**src/rtl/ram_responder_pkg.sv**
```systemverilog
// Shared state encoding, latency limit and parity helper for ram_responder.
// The parity helper is used when RAM_PARITY_EN is defined; benches and BIST may reuse it.
package ram_responder_pkg;

   typedef enum logic [1:0] {
      ST_CLEAR = 2'd0,
      ST_IDLE  = 2'd1,
      ST_READ  = 2'd2
   } state_e;

   localparam int RD_LAT_MAX = 4;
   localparam int CNT_W      = $clog2(RD_LAT_MAX);

   function automatic logic even_parity(input logic [63:0] word);
      return ^word;
   endfunction

endpackage

```
**src/rtl/ram_array.sv**
```systemverilog
// Word storage with one write port and one registered read port.
// With RAM_PARITY_EN defined each word carries an even-parity bit and rd_perr reports mismatches.
module ram_array
   import ram_responder_pkg::*;
#(
   parameter  int WIDTH = 4,
   parameter  int DEPTH = 8,
   localparam int AW    = $clog2(DEPTH)
) (
   input  logic             clk,
   input  logic             res,
   input  logic             wr_en,
   input  logic [AW-1:0]    wr_addr,
   input  logic [WIDTH-1:0] wr_data,
   input  logic             rd_en,
   input  logic [AW-1:0]    rd_addr,
`ifdef RAM_PARITY_EN
   output logic             rd_perr,
`endif
   output logic [WIDTH-1:0] rd_data
);

`ifdef RAM_PARITY_EN
   localparam int SW = WIDTH + 1;
`else
   localparam int SW = WIDTH;
`endif

   logic [SW-1:0]    mem_q [DEPTH];
   logic [SW-1:0]    wr_word;
   logic [SW-1:0]    rd_word;
   logic [WIDTH-1:0] rd_data_d, rd_data_q;
`ifdef RAM_PARITY_EN
   logic             rd_perr_d, rd_perr_q;
`endif

   // Out-of-range reads (non-power-of-2 DEPTH) see an all-zero word, so parity also reads clean.
   always_comb begin
`ifdef RAM_PARITY_EN
      wr_word = {even_parity(64'(wr_data)), wr_data};
`else
      wr_word = wr_data;
`endif
      rd_word   = (int'(rd_addr) < DEPTH) ? mem_q[rd_addr] : '0;
      rd_data_d = rd_data_q;
      if (rd_en) rd_data_d = rd_word[WIDTH-1:0];
`ifdef RAM_PARITY_EN
      rd_perr_d = rd_perr_q;
      if (rd_en) rd_perr_d = rd_word[WIDTH] ^ even_parity(64'(rd_word[WIDTH-1:0]));
`endif
   end

   always_ff @(posedge clk) begin
      if (wr_en) mem_q[wr_addr] <= wr_word;
   end

   always_ff @(posedge clk) begin
      if (res) begin
         rd_data_q <= '0;
`ifdef RAM_PARITY_EN
         rd_perr_q <= 1'b0;
`endif
      end else begin
         rd_data_q <= rd_data_d;
`ifdef RAM_PARITY_EN
         rd_perr_q <= rd_perr_d;
`endif
      end
   end

   assign rd_data = rd_data_q;
`ifdef RAM_PARITY_EN
   assign rd_perr = rd_perr_q;
`endif

endmodule

```
**src/rtl/ram_responder.sv**
```systemverilog
// Request/done RAM responder: post-reset clear sweep, write/read handling and RD_LAT read latency.
// Optional parity checking is enabled with the RAM_PARITY_EN macro (adds the perr port).
module ram_responder
   import ram_responder_pkg::*;
#(
   parameter  int WIDTH  = 4,
   parameter  int DEPTH  = 8,
   parameter  int RD_LAT = 1,
   localparam int AW     = $clog2(DEPTH)
) (
   input  logic             clk,
   input  logic             res,
   input  logic             wen,
   input  logic             ren,
   input  logic [AW-1:0]    address,
   input  logic [WIDTH-1:0] data,
   output logic [WIDTH-1:0] Q,
`ifdef RAM_PARITY_EN
   output logic             perr,
`endif
   output logic             done,
   output logic             busy
);

   state_e           state_d, state_q;
   logic [AW-1:0]    ptr_d, ptr_q;
   logic [AW-1:0]    addr_d, addr_q;
   logic [CNT_W-1:0] cnt_d, cnt_q;
   logic             done_d, done_q;
   logic             busy_d, busy_q;

   logic             wr_req, rd_req;
   logic [AW-1:0]    wr_addr, rd_addr;
   logic [WIDTH-1:0] wr_data;
   logic             addr_ok;

   always_comb begin
      state_d = state_q;
      ptr_d   = ptr_q;
      addr_d  = addr_q;
      cnt_d   = cnt_q;
      done_d  = 1'b0;
      busy_d  = busy_q;
      wr_req  = 1'b0;
      wr_addr = address;
      wr_data = data;
      rd_req  = 1'b0;
      rd_addr = address;
      addr_ok = int'(address) < DEPTH;
      case (state_q)
         ST_CLEAR: begin
            wr_req  = 1'b1;
            wr_addr = ptr_q;
            wr_data = '0;
            if (ptr_q == AW'(DEPTH - 1)) begin
               state_d = ST_IDLE;
               busy_d  = 1'b0;
            end else begin
               ptr_d = ptr_q + 1'b1;
            end
         end
         ST_IDLE: begin
            if (wen) begin
               wr_req = addr_ok;
               done_d = 1'b1;
            end else if (ren) begin
               addr_d = address;
               if (RD_LAT == 1) begin
                  rd_req = 1'b1;
                  done_d = 1'b1;
               end else begin
                  state_d = ST_READ;
                  busy_d  = 1'b1;
                  cnt_d   = CNT_W'(RD_LAT - 2);
               end
            end
         end
         ST_READ: begin
            // Counter expires on the edge that loads Q, done rises with it.
            if (cnt_q == '0) begin
               rd_req  = 1'b1;
               rd_addr = addr_q;
               done_d  = 1'b1;
               state_d = ST_IDLE;
               busy_d  = 1'b0;
            end else begin
               cnt_d = cnt_q - 1'b1;
            end
         end
         default: begin
            state_d = ST_CLEAR;
            ptr_d   = '0;
            busy_d  = 1'b1;
         end
      endcase
   end

   always_ff @(posedge clk) begin
      if (res) begin
         state_q <= ST_CLEAR;
         ptr_q   <= '0;
         addr_q  <= '0;
         cnt_q   <= '0;
         done_q  <= 1'b0;
         busy_q  <= 1'b1;
      end else begin
         state_q <= state_d;
         ptr_q   <= ptr_d;
         addr_q  <= addr_d;
         cnt_q   <= cnt_d;
         done_q  <= done_d;
         busy_q  <= busy_d;
      end
   end

   ram_array #(
      .WIDTH (WIDTH),
      .DEPTH (DEPTH)
   ) u_array (
      .clk     (clk),
      .res     (res),
      .wr_en   (wr_req & ~res),
      .wr_addr (wr_addr),
      .wr_data (wr_data),
      .rd_en   (rd_req & ~res),
      .rd_addr (rd_addr),
`ifdef RAM_PARITY_EN
      .rd_perr (perr),
`endif
      .rd_data (Q)
   );

   assign done = done_q;
   assign busy = busy_q;

endmodule

```
**config.mk**
```make
export PLATFORM = sky130hd
export DESIGN_NAME = ram_responder
export DESIGN_NICKNAME = d
export VERILOG_FILES = /design/src/rtl/ram_responder_pkg.sv /design/src/rtl/ram_array.sv /design/src/rtl/ram_responder.sv
export SDC_FILE = /design/constraint.sdc
export NUM_CORES = 1
export LEC_CHECK = 0
export BUFFER_PORTS_ARGS = -buffer_cell sky130_fd_sc_hd__buf_4
export CAP_MARGIN = 40
export CORE_MARGIN = 5
export CORE_UTILIZATION = 52
export DETAILED_ROUTE_END_ITERATION = 10
export MAX_ROUTING_LAYER = met4
export PLACE_DENSITY = 0.7
export SKIP_LAST_GASP = 1
export SYNTH_ARGS = -nofsm -noshare
export SYNTH_HDL_FRONTEND = slang
export SYNTH_HIERARCHICAL = 1
export SYNTH_SLANG_ARGS = --single-unit
export TNS_END_PERCENT = 20
```
**constraint.sdc**
```tcl
create_clock -name clk -period 2 [get_ports clk]
set_clock_uncertainty 0.2 [all_clocks]
set_input_delay 0.2 -clock clk [delete_from_list [all_inputs] [get_ports clk]]
set_output_delay 0.2 -clock clk [all_outputs]
set_load 0.05 [all_outputs]
```
== Word-level counts from Yosys, hierarchy flattened ==
Memory sizes are Yosys's and may differ from the RTL's. A register that Yosys moved wholly into a read port is not among the register bits.
Cells that the tools add are included.
Storage, ports and cells
  register bits after elaboration: 12
  RAM bits: 32
  input port bits: 11
  output and inout bits: 6
  logic and storage cells: 51
  memories kept: 1
Cells by class
  $add $sub $neg: 2
  eq/ne operators: 6
  multiplexer cells: 22
  bitwise logic cells: 7
  reductions and logical operators: 7
Memories
  u_array.mem_q: depth 8, bits a word 4, rd ports 1, clocked after memory_dff 1, write ports 1, line ram_array.sv:29  | logic [SW-1:0] mem_q [DEPTH];
Operators by type and width (count)
  2-to-1 mux 3 bit: 4
  2-to-1 mux 1 bit: 9
  inequality test 2 bit, second input constant: 3
  case mux 1 bit (2 select lines): 3
  case mux 2 bit (3 select lines): 1
  case mux 3 bit (2 select lines): 1
  AND reduction 3 bit: 2
  NOT 1 bit: 5
  logical NOT 2 bit: 2
  2-to-1 mux 2 bit: 2
  2-to-1 mux 4 bit: 1
  AND reduction 2 bit: 2
  adder 3 x 1 -> 3 bit, second input constant: 1
  == test 3 bit, second input constant: 1
  case mux 1 bit (3 select lines): 1
  bitwise AND 1 bit: 2
  == test 2 x 1 -> 1 bit, second input constant: 1
  == test 2 bit, second input constant: 1
  OR reduction 2 bit: 1
  subtractor 2 x 1 -> 2 bit, second input constant: 1

== Logic depth before layout (Yosys ltp) ==
Gate-level depths: netlist (run 1).
  depth in word-level cells: 5
  mapped depth: 6
  depth with buffers taken out: 4

== Modules after synthesis ==
Netlist (run 1), hierarchy kept.
By module, submodules not included
  ram_array: times used 1, cells each 80, area an instance 1430.1 sq um, seq. area each 1041.0 sq um
  ram_responder: times used 1, cells each 36, area an instance 329.1 sq um, seq. area each 120.1 sq um

== Least setup slack after synthesis (run 1) ==
OpenSTA, ideal clock, no wires.
  path type: reg-to-reg
  start point: reg state_q[0]
  end point: mem u_array/mem_q[0][0] in the netlist's numbering (enable)
  library setup time: 0.361 ns
  arrival: 1.266 ns
  required time: 1.439 ns
  setup slack: 0.173 ns
  stages on the path, launching flop included: 5
  buffers on the path: 1
  clock period less this slack: 1.827 ns
  cell sequence: dfxtp_1 buf_6 mux2_2 nand2b_1 nor3_1
On the way
  elaborated cells between the ends (all ways): 7
  those cells by class: eq/ne (1); mux (4); bitwise (1); reduce/logical (1)
RTL lines
  from (decl): line ram_responder.sv:25  | state_e state_d, state_q;
  from (signal assigned): line ram_responder.sv:107  | state_q <= state_d;
  logical NOT 2 bit: line ram_responder.sv:50  | case (state_q)
  2-to-1 mux 3 bit: line ram_responder.sv:50
  via wr_addr[2]: line ram_responder.sv:33  | logic [AW-1:0] wr_addr, rd_addr;
  to (decl): line ram_array.sv:29
The timed path passes the listed nets, and every way through them passes these cells.

== Final worst setup path (run 1) ==
  start point: reg state_q[0]
  end point: mem u_array/mem_q[3][1] in the netlist's numbering (enable)
Same word-level chain as after synthesis.

==> results of run 1 <==
-- cell type report --
| class | instances | share of cell area, % |
|---|---|---|
| Sequential cell | 42 | 58.3 |
| Tap cell | 46 | 2.89 |
| Clock buffer | 7 | 2.26 |
| Clock inverter | 1 | 0.189 |
| Timing Repair Buffer | 23 | 9.05 |
| Multi-Input combinational cell | 67 | 27.1 |
| Inverter | 1 | 0.189 |
-- power by group through the flow --
stage,combinational [mW],clock [mW],sequential [mW]
floorplan,0.0872,0,0.984
global placement,0.121,0,0.987
detailed placement,0.126,0,0.987
CTS,0.131,0.399,0.968
global route,0.142,0.443,0.970
finish,0.130,0.384,0.967
-- worst paths after layout --
kind                            slack, ps                  end  startpoint  cells past startpoint
worst max-delay path                  180  u_array/mem_q[3][1]  state_q[0]                      3
worst min register to register        260                 busy        busy                      1
worst min-delay path                   70   u_array/rd_data[2]  address[1]                      3
worst max register to register        180  u_array/mem_q[3][1]  state_q[0]                      3
-- through the flow --
| step | hold slack, ps | area, um^2 |
|---|---|---|
| after global routing | 59.9 | 1990 |
| after floorplan | 72.8 | 1760 |
| after detailed placement | 241 | 1910 |
| final | 70.4 | 1990 |
| after global placement | 234 | 1910 |
| after CTS | 66.8 | 1990 |
-- synthesized netlist by cell type (2+ instances only) --
library cell / count
a21oi_1: 4
ha_1: 2
or3b_1: 2
mux2i_1: 16
nor2_1: 13
o21ai_0: 3
buf_6: 2
edfxtp_1: 32
nor3_1: 2
a211oi_1: 4
and2_1: 4
mux4_2: 4
nand2b_1: 4
mux2_2: 3
dfxtp_1: 10
nand2_1: 2
-- critical path, stage by stage (launching register included) --
cell      delay, ps
dfxtp_1         400
mux2_2          370
nand2b_1        190
nor2_1          330
-- state kept, by name, summed over array words and instances (netlist names) --
register and count:
u_array/mem_q 32, busy 1, done 1, ptr_q 3
state_q 1, u_array/rd_data 4
-- logic make-up (layout without fill, tap and decap cells) --
| group | count (synthesis) | in the layout | synth area share (%) |
|---|---|---|---|
| and+or+nand+nor | 30 | 30 | 8.96 |
| DFF | 42 | 42 | 66.0 |
| buffers and inverters | 7 | 32 | 3.34 |
| adders and majority gates | 2 | 2 | 1.42 |
| AOI/OAI and AO/OA | 12 | 12 | 4.13 |
| muxes | 23 | 23 | 16.1 |
-- per-layer routing --
layer	part of all wire [%]	up-vias	track usage (%)
met2	50	25	27.0
met4	1.7	0	6.70
met5	0	-	-
li1	-	487	-
met3	5.1	5	5.09
met1	43	469	18.3
-- repair_timing --
action	in CTS	in global routing
endpoints found under the hold margin	10	0
setup buffers	0	0
hold buffers	3	0
==> impl_metrics.csv, run 1 <==
group,metric,value,unit
timing,fmax,0.549,GHz
clock_tree,clk_path_buf_depth,2,
timing,slew_violations,0,
power,share_clk_of_total_power,25.9,%
power,switching_share,21.8,%
synth,seq_area_frac_synth,66.0,%
die,rows,21,
timing,worst_slew_margin_rel,74.1,%
timing,finalSetupTns,0,ps
route,drt_drc_violations_left,0,
setup_path,cp-end-kind,"flop",
clock_tree,tritoncts,"done",
setup_path,worstSetupPathType,"reg2reg",
synth,synth_top_cell_by_area,"edfxtp_1",
power,intPower,1.16,mW
grt,wire_length_of_the_first_global_routing_pass,5000,um
die,io_pins,17,
place,post-dp-hpwl,2250,um
synth,synthFlopType,"edfxtp_1",
power,power.total,1.48,mW
grt,grt_antenna_before_repair,0,
timing,post-route-min-period,1820,ps
clock_tree,ctsResizeCount,0,
route,finalWirelength,3160,um
grt,number_of_global_route_vias_before_repair,1025,
grt,globalRouteOverflowTotal,0,
power,power_switching,0.322,mW
die,placeableCoreArea,3310,um^2
finish,multiInputGateArea,539,um^2
clock_tree,insertion_delay,330,ps
place,place_inst,176,
hold_path,hold_class,"in2reg",
run,maxCapViolations,0,
finish,syn2layout_area_growth,13.2,%
synth,synth.distinct_cells,25,
route,wire_per_inst,16.9,um
place,placement.setup.worst_slack,194,ps
die,floorplan.initialDensity,53.1,%
place,numPortBuffers,16,
clock_tree,cts_root_buf,"clkbuf_4",
synth,synth_nets,129,
timing,rsz_0062_raised_after_global_routing,"false",
finish,num-fill-cells,268,
clock_tree,cts.sinks,42,
finish,sequential_cell_area,1160,um^2
synth,post_synth_inst_count,116,
synth,async_set_or_reset_register_ratio_after_synthesis,0,%
synth,mappedNetlistArea,1760,um^2
route,firstDrtPassIters,4,
finish,final_common_cell,"edfxtp_1",
die,die_span_y,68.2,um
setup_path,timing.critical_path.arrival,1630,ps
finish,postLayoutCoreUtil,60.1,%
clock_tree,clock_tree.htree_level_count,2,
synth,synth_warnings,6,
finish,diodes,0,
timing,tightest_slew,387,ps
grt,largest_net_degree_at_the_start_of_global_routing,18,
timing,setup_viol_count_final,0,
grt,grt_util_all_layers,16.3,%
clock_tree,cts.clk_slew.worst_paths,110,ps
setup_path,worstPathRequired,1810,ps
timing,final.setup.worst_slack,177,ps
setup_path,startpoint_type,"flop",
outcome,status,"finished clean",
die,die_width,68.2,um
synth,synth-edff-count,32,
synth,synthesis.area_per_instance,15.2,um^2
clock_tree,cts-buffers-inserted,5,
finish,drive_gt1_share,22.7,%
timing,timing_hold_violations_final,0,
timing,period_share,91.1,%
setup_path,path_max_fanout,4,
route,via_per_inst,5.27,
power,power.ir.vdd_worst,0.489,mV
place,gpl.final_weighted_congestion,0.780,
power,static-leakage-power,0.735,nW
power,p_seq_share,65.3,%
die,dieArea,4650,um^2
route,number_of_drc_violations_after_detailed_routing_iteration_0,41,
finish,finalNetCount,153,
route,detailroute.via_count,986,
synth,synth_area_leaders,"edfxtp_1 (55%), dfxtp_1 (11%), mux2i_1 (9.1%)",
finish,layout_common_cells,"edfxtp_1 (32), buf_4 (20), mux2i_1 (16), nor2_1 (13), dfxtp_1 (10)",
synth,ys_ff_latch,42,
route,detail-route-antenna-nets,0,
finish,instances_no_fill,187,
power,pwr_density_cell,744,nW/um^2
synth,yosys.area.top_type_share,54.6,%
power,combinational_cell_fraction_of_total_power,8.8,%
Note: power is estimated with default switching activity, not from simulation.
==> run 2, diff against run 1 <==
Settings changed: SYNTH_HIERARCHICAL 1 to not set.
==> impl_metrics.csv, run 2 <==
group,metric,value,unit
route,wire_per_inst,17.3,um
grt,grt_util_all_layers,16.9,%
clock_tree,clk_path_buf_depth,2,
route,number_of_drc_violations_after_detailed_routing_iteration_0,98,
place,gpl.final_weighted_congestion,0.760,
timing,worst_slew_margin_rel,75.1,%
outcome,status,"finished clean",
synth,synth_area_leaders,"edfxtp_1 (54%), dfxtp_1 (11%), mux2i_1 (9.0%)",
finish,sequential_cell_area,1160,um^2
synth,synth.distinct_cells,26,
clock_tree,cts_root_buf,"clkbuf_4",
timing,post-route-min-period,1700,ps
place,numPortBuffers,16,
die,floorplan.initialDensity,53.7,%
finish,postLayoutCellArea,2000,um^2
die,placeableCoreArea,3310,um^2
setup_path,startpoint_type,"flop",
synth,synthFlopType,"edfxtp_1",
route,drt_drc_violations_left,0,
power,power.ir.vdd_worst,0.389,mV
route,detail-route-antenna-nets,0,
synth,synth_warnings,0,
synth,synth_top_cell_by_area,"edfxtp_1",
clock_tree,cts.sinks,42,
clock_tree,clock_tree.htree_level_count,2,
run,maxCapViolations,0,
synth,synth-edff-count,32,
power,static-leakage-power,0.731,nW
grt,number_of_global_route_vias_before_repair,1001,
timing,rsz_0062_raised_after_global_routing,"false",
synth,post_synth_inst_count,122,
synth,yosys.area.top_type_share,54.0,%
finish,final_common_cell,"edfxtp_1",
hold_path,hold_class,"in2reg",
synth,synthesis.area_per_instance,14.6,um^2
power,pwr_density_cell,751,nW/um^2
setup_path,timing.critical_path.arrival,1510,ps
synth,async_set_or_reset_register_ratio_after_synthesis,0,%
grt,wire_length_of_the_first_global_routing_pass,5240,um
timing,slew_violations,0,
finish,drive_gt1_share,21.8,%
die,dieArea,4690,um^2
clock_tree,cts_setup_buffers,0,
power,power_switching,0.339,mW
setup_path,critPathBufInv,0,
finish,max_flop_register,"u_array.mem_q",
finish,syn2layout_area_growth,12.3,%
finish,layout_common_cells,"edfxtp_1 (32), nor2_1 (19), mux2i_1 (16), buf_4 (16), dfxtp_1 (9)",
timing,timing_hold_violations_final,0,
setup_path,cp-end-kind,"flop",
clock_tree,insertion_delay,350,ps
synth,synth_common_cells,"edfxtp_1 (32), nor2_1 (19), mux2i_1 (16)",
synth,mappedNetlistArea,1780,um^2
finish,multiInputGateArea,567,um^2
synth,ys_ff_latch,42,
setup_path,worstPathRequired,1810,ps
route,finalWirelength,3250,um
timing,setup_viol_count_final,0,
grt,globalRouteOverflowTotal,0,
die,die_width,68.5,um
grt,largest_net_degree_at_the_start_of_global_routing,21,
route,detailroute.via_count,1029,
setup_path,worst_path_dominant_cell_family,"simple AND/OR/NAND/NOR gates",
setup_path,slowest_stage,"dfxtp_2",
timing,period_share,84.8,%
route,via_per_inst,5.47,
setup_path,worstSetupPathType,"reg2reg",
place,placed_area,1910,um^2
die,rows,21,
timing,hold-worst-slack,90.6,ps
clock_tree,tritoncts,"done",
route,firstDrtPassIters,4,
setup_path,cell_chain_of_the_critical_path,"and3b_1 > o21bai_1 > nor2_1",
power,intPower,1.16,mW
clock_tree,cts-buffers-inserted,5,
grt,grt_antenna_before_repair,0,
clock_tree,cts.clk_slew.worst_paths,120,ps
finish,diodes,0,
power,combinational_cell_fraction_of_total_power,8.9,%
timing,tightest_slew,372,ps
power,p_seq_share,64.9,%
place,post-dp-hpwl,2390,um
die,die_span_y,68.5,um
synth,synthMostInstantiatedCell,"edfxtp_1",
setup_path,max_stage_delay,510,ps
power,share_clk_of_total_power,26.1,%
synth,synth_nets,135,
synth,seq_area_frac_synth,65.3,%
setup_path,path_max_fanout,20,
timing,fmax,0.590,GHz
power,switching_share,22.6,%
timing,finalSetupTns,0,ps
finish,num-fill-cells,275,
die,io_pins,17,
finish,largest_register_ff_count,32,
finish,finalNetCount,154,
run 2: changes by cell type after synthesis, sizes merged, moves of 2 or more:
cell	change
a21oi	-2
a32oi	+2
nor3	-2
or3b	-2
clkbuf	+2
and3b	+2
mux2	-3
nand2b	-2
nor2	+6
run 2: per-layer routing:
metal | GRT usage [%] | wire [um]
met1 | 21.0 | 1400
met2 | 25.9 | 1620
met3 | 5.58 | 161
met4 | 5.71 | 68
met5 | - | 0
run 2: worst register-to-register path: cells and delay by family, from the launching register on:
kind            cells  cell delay, ps
simple gates        2             540
flops               1             510
compound gates      1             110
run 2: what timing repair did:
item,CTS,global route
hold buffers,3,0
endpoints found under the hold margin,10,0
resized for setup,0,1
setup endpoints to repair,0,16
run 2: layout make-up:
type | instances | area share [%]
Timing Repair Buffer | 19 | 7.52
Multi-Input combinational cell | 71 | 28.4
Clock buffer | 7 | 2.26
Inverter | 2 | 0.376
Clock inverter | 1 | 0.376
Tap cell | 46 | 2.88
Sequential cell | 42 | 58.2
run 2: worst paths after layout:
path / start / end / slack [ps] / cells past startpoint
max: state_q[0] / u_array.mem_q[4][1] / 300 / 3
min: address[0] / u_array.rd_data[0] / 90 / 3
max reg2reg: state_q[0] / u_array.mem_q[4][1] / 300 / 3
min reg2reg: busy / busy / 300 / 1
run 2: kinds of logic (layout without fill, tap and decap cells):
family / count (synthesis) / after routing / synth area share (%)
mux: 20 / 20 / 14.1
simple gates: 33 / 33 / 8.80
buf+inv: 9 / 29 / 2.81
compound gates: 15 / 15 / 7.11
fa+ha+maj: 2 / 2 / 1.41
xor+xnor: 1 / 1 / 0.493
flops: 42 / 42 / 65.3
run 2: power by group through the flow:
stage	logic (mW)	clock network (mW)	registers (mW)
floorplan	0.0924	0	0.990
CTS	0.135	0.407	0.974
detailed placement	0.130	0	0.994
finish	0.134	0.392	0.974
global placement	0.126	0	0.993
global route	0.148	0.444	0.977
run 2: per-stage QoR:
stage	util [%]	setup WS, ps	total power, mW	cells
after floorplan	-	456	1.08	122
after global placement	57.8	250	1.12	177
after detailed placement	57.8	172	1.12	177
after CTS	60.3	130	1.52	188
after global routing	60.3	162	1.57	188
final	60.3	304	1.50	188
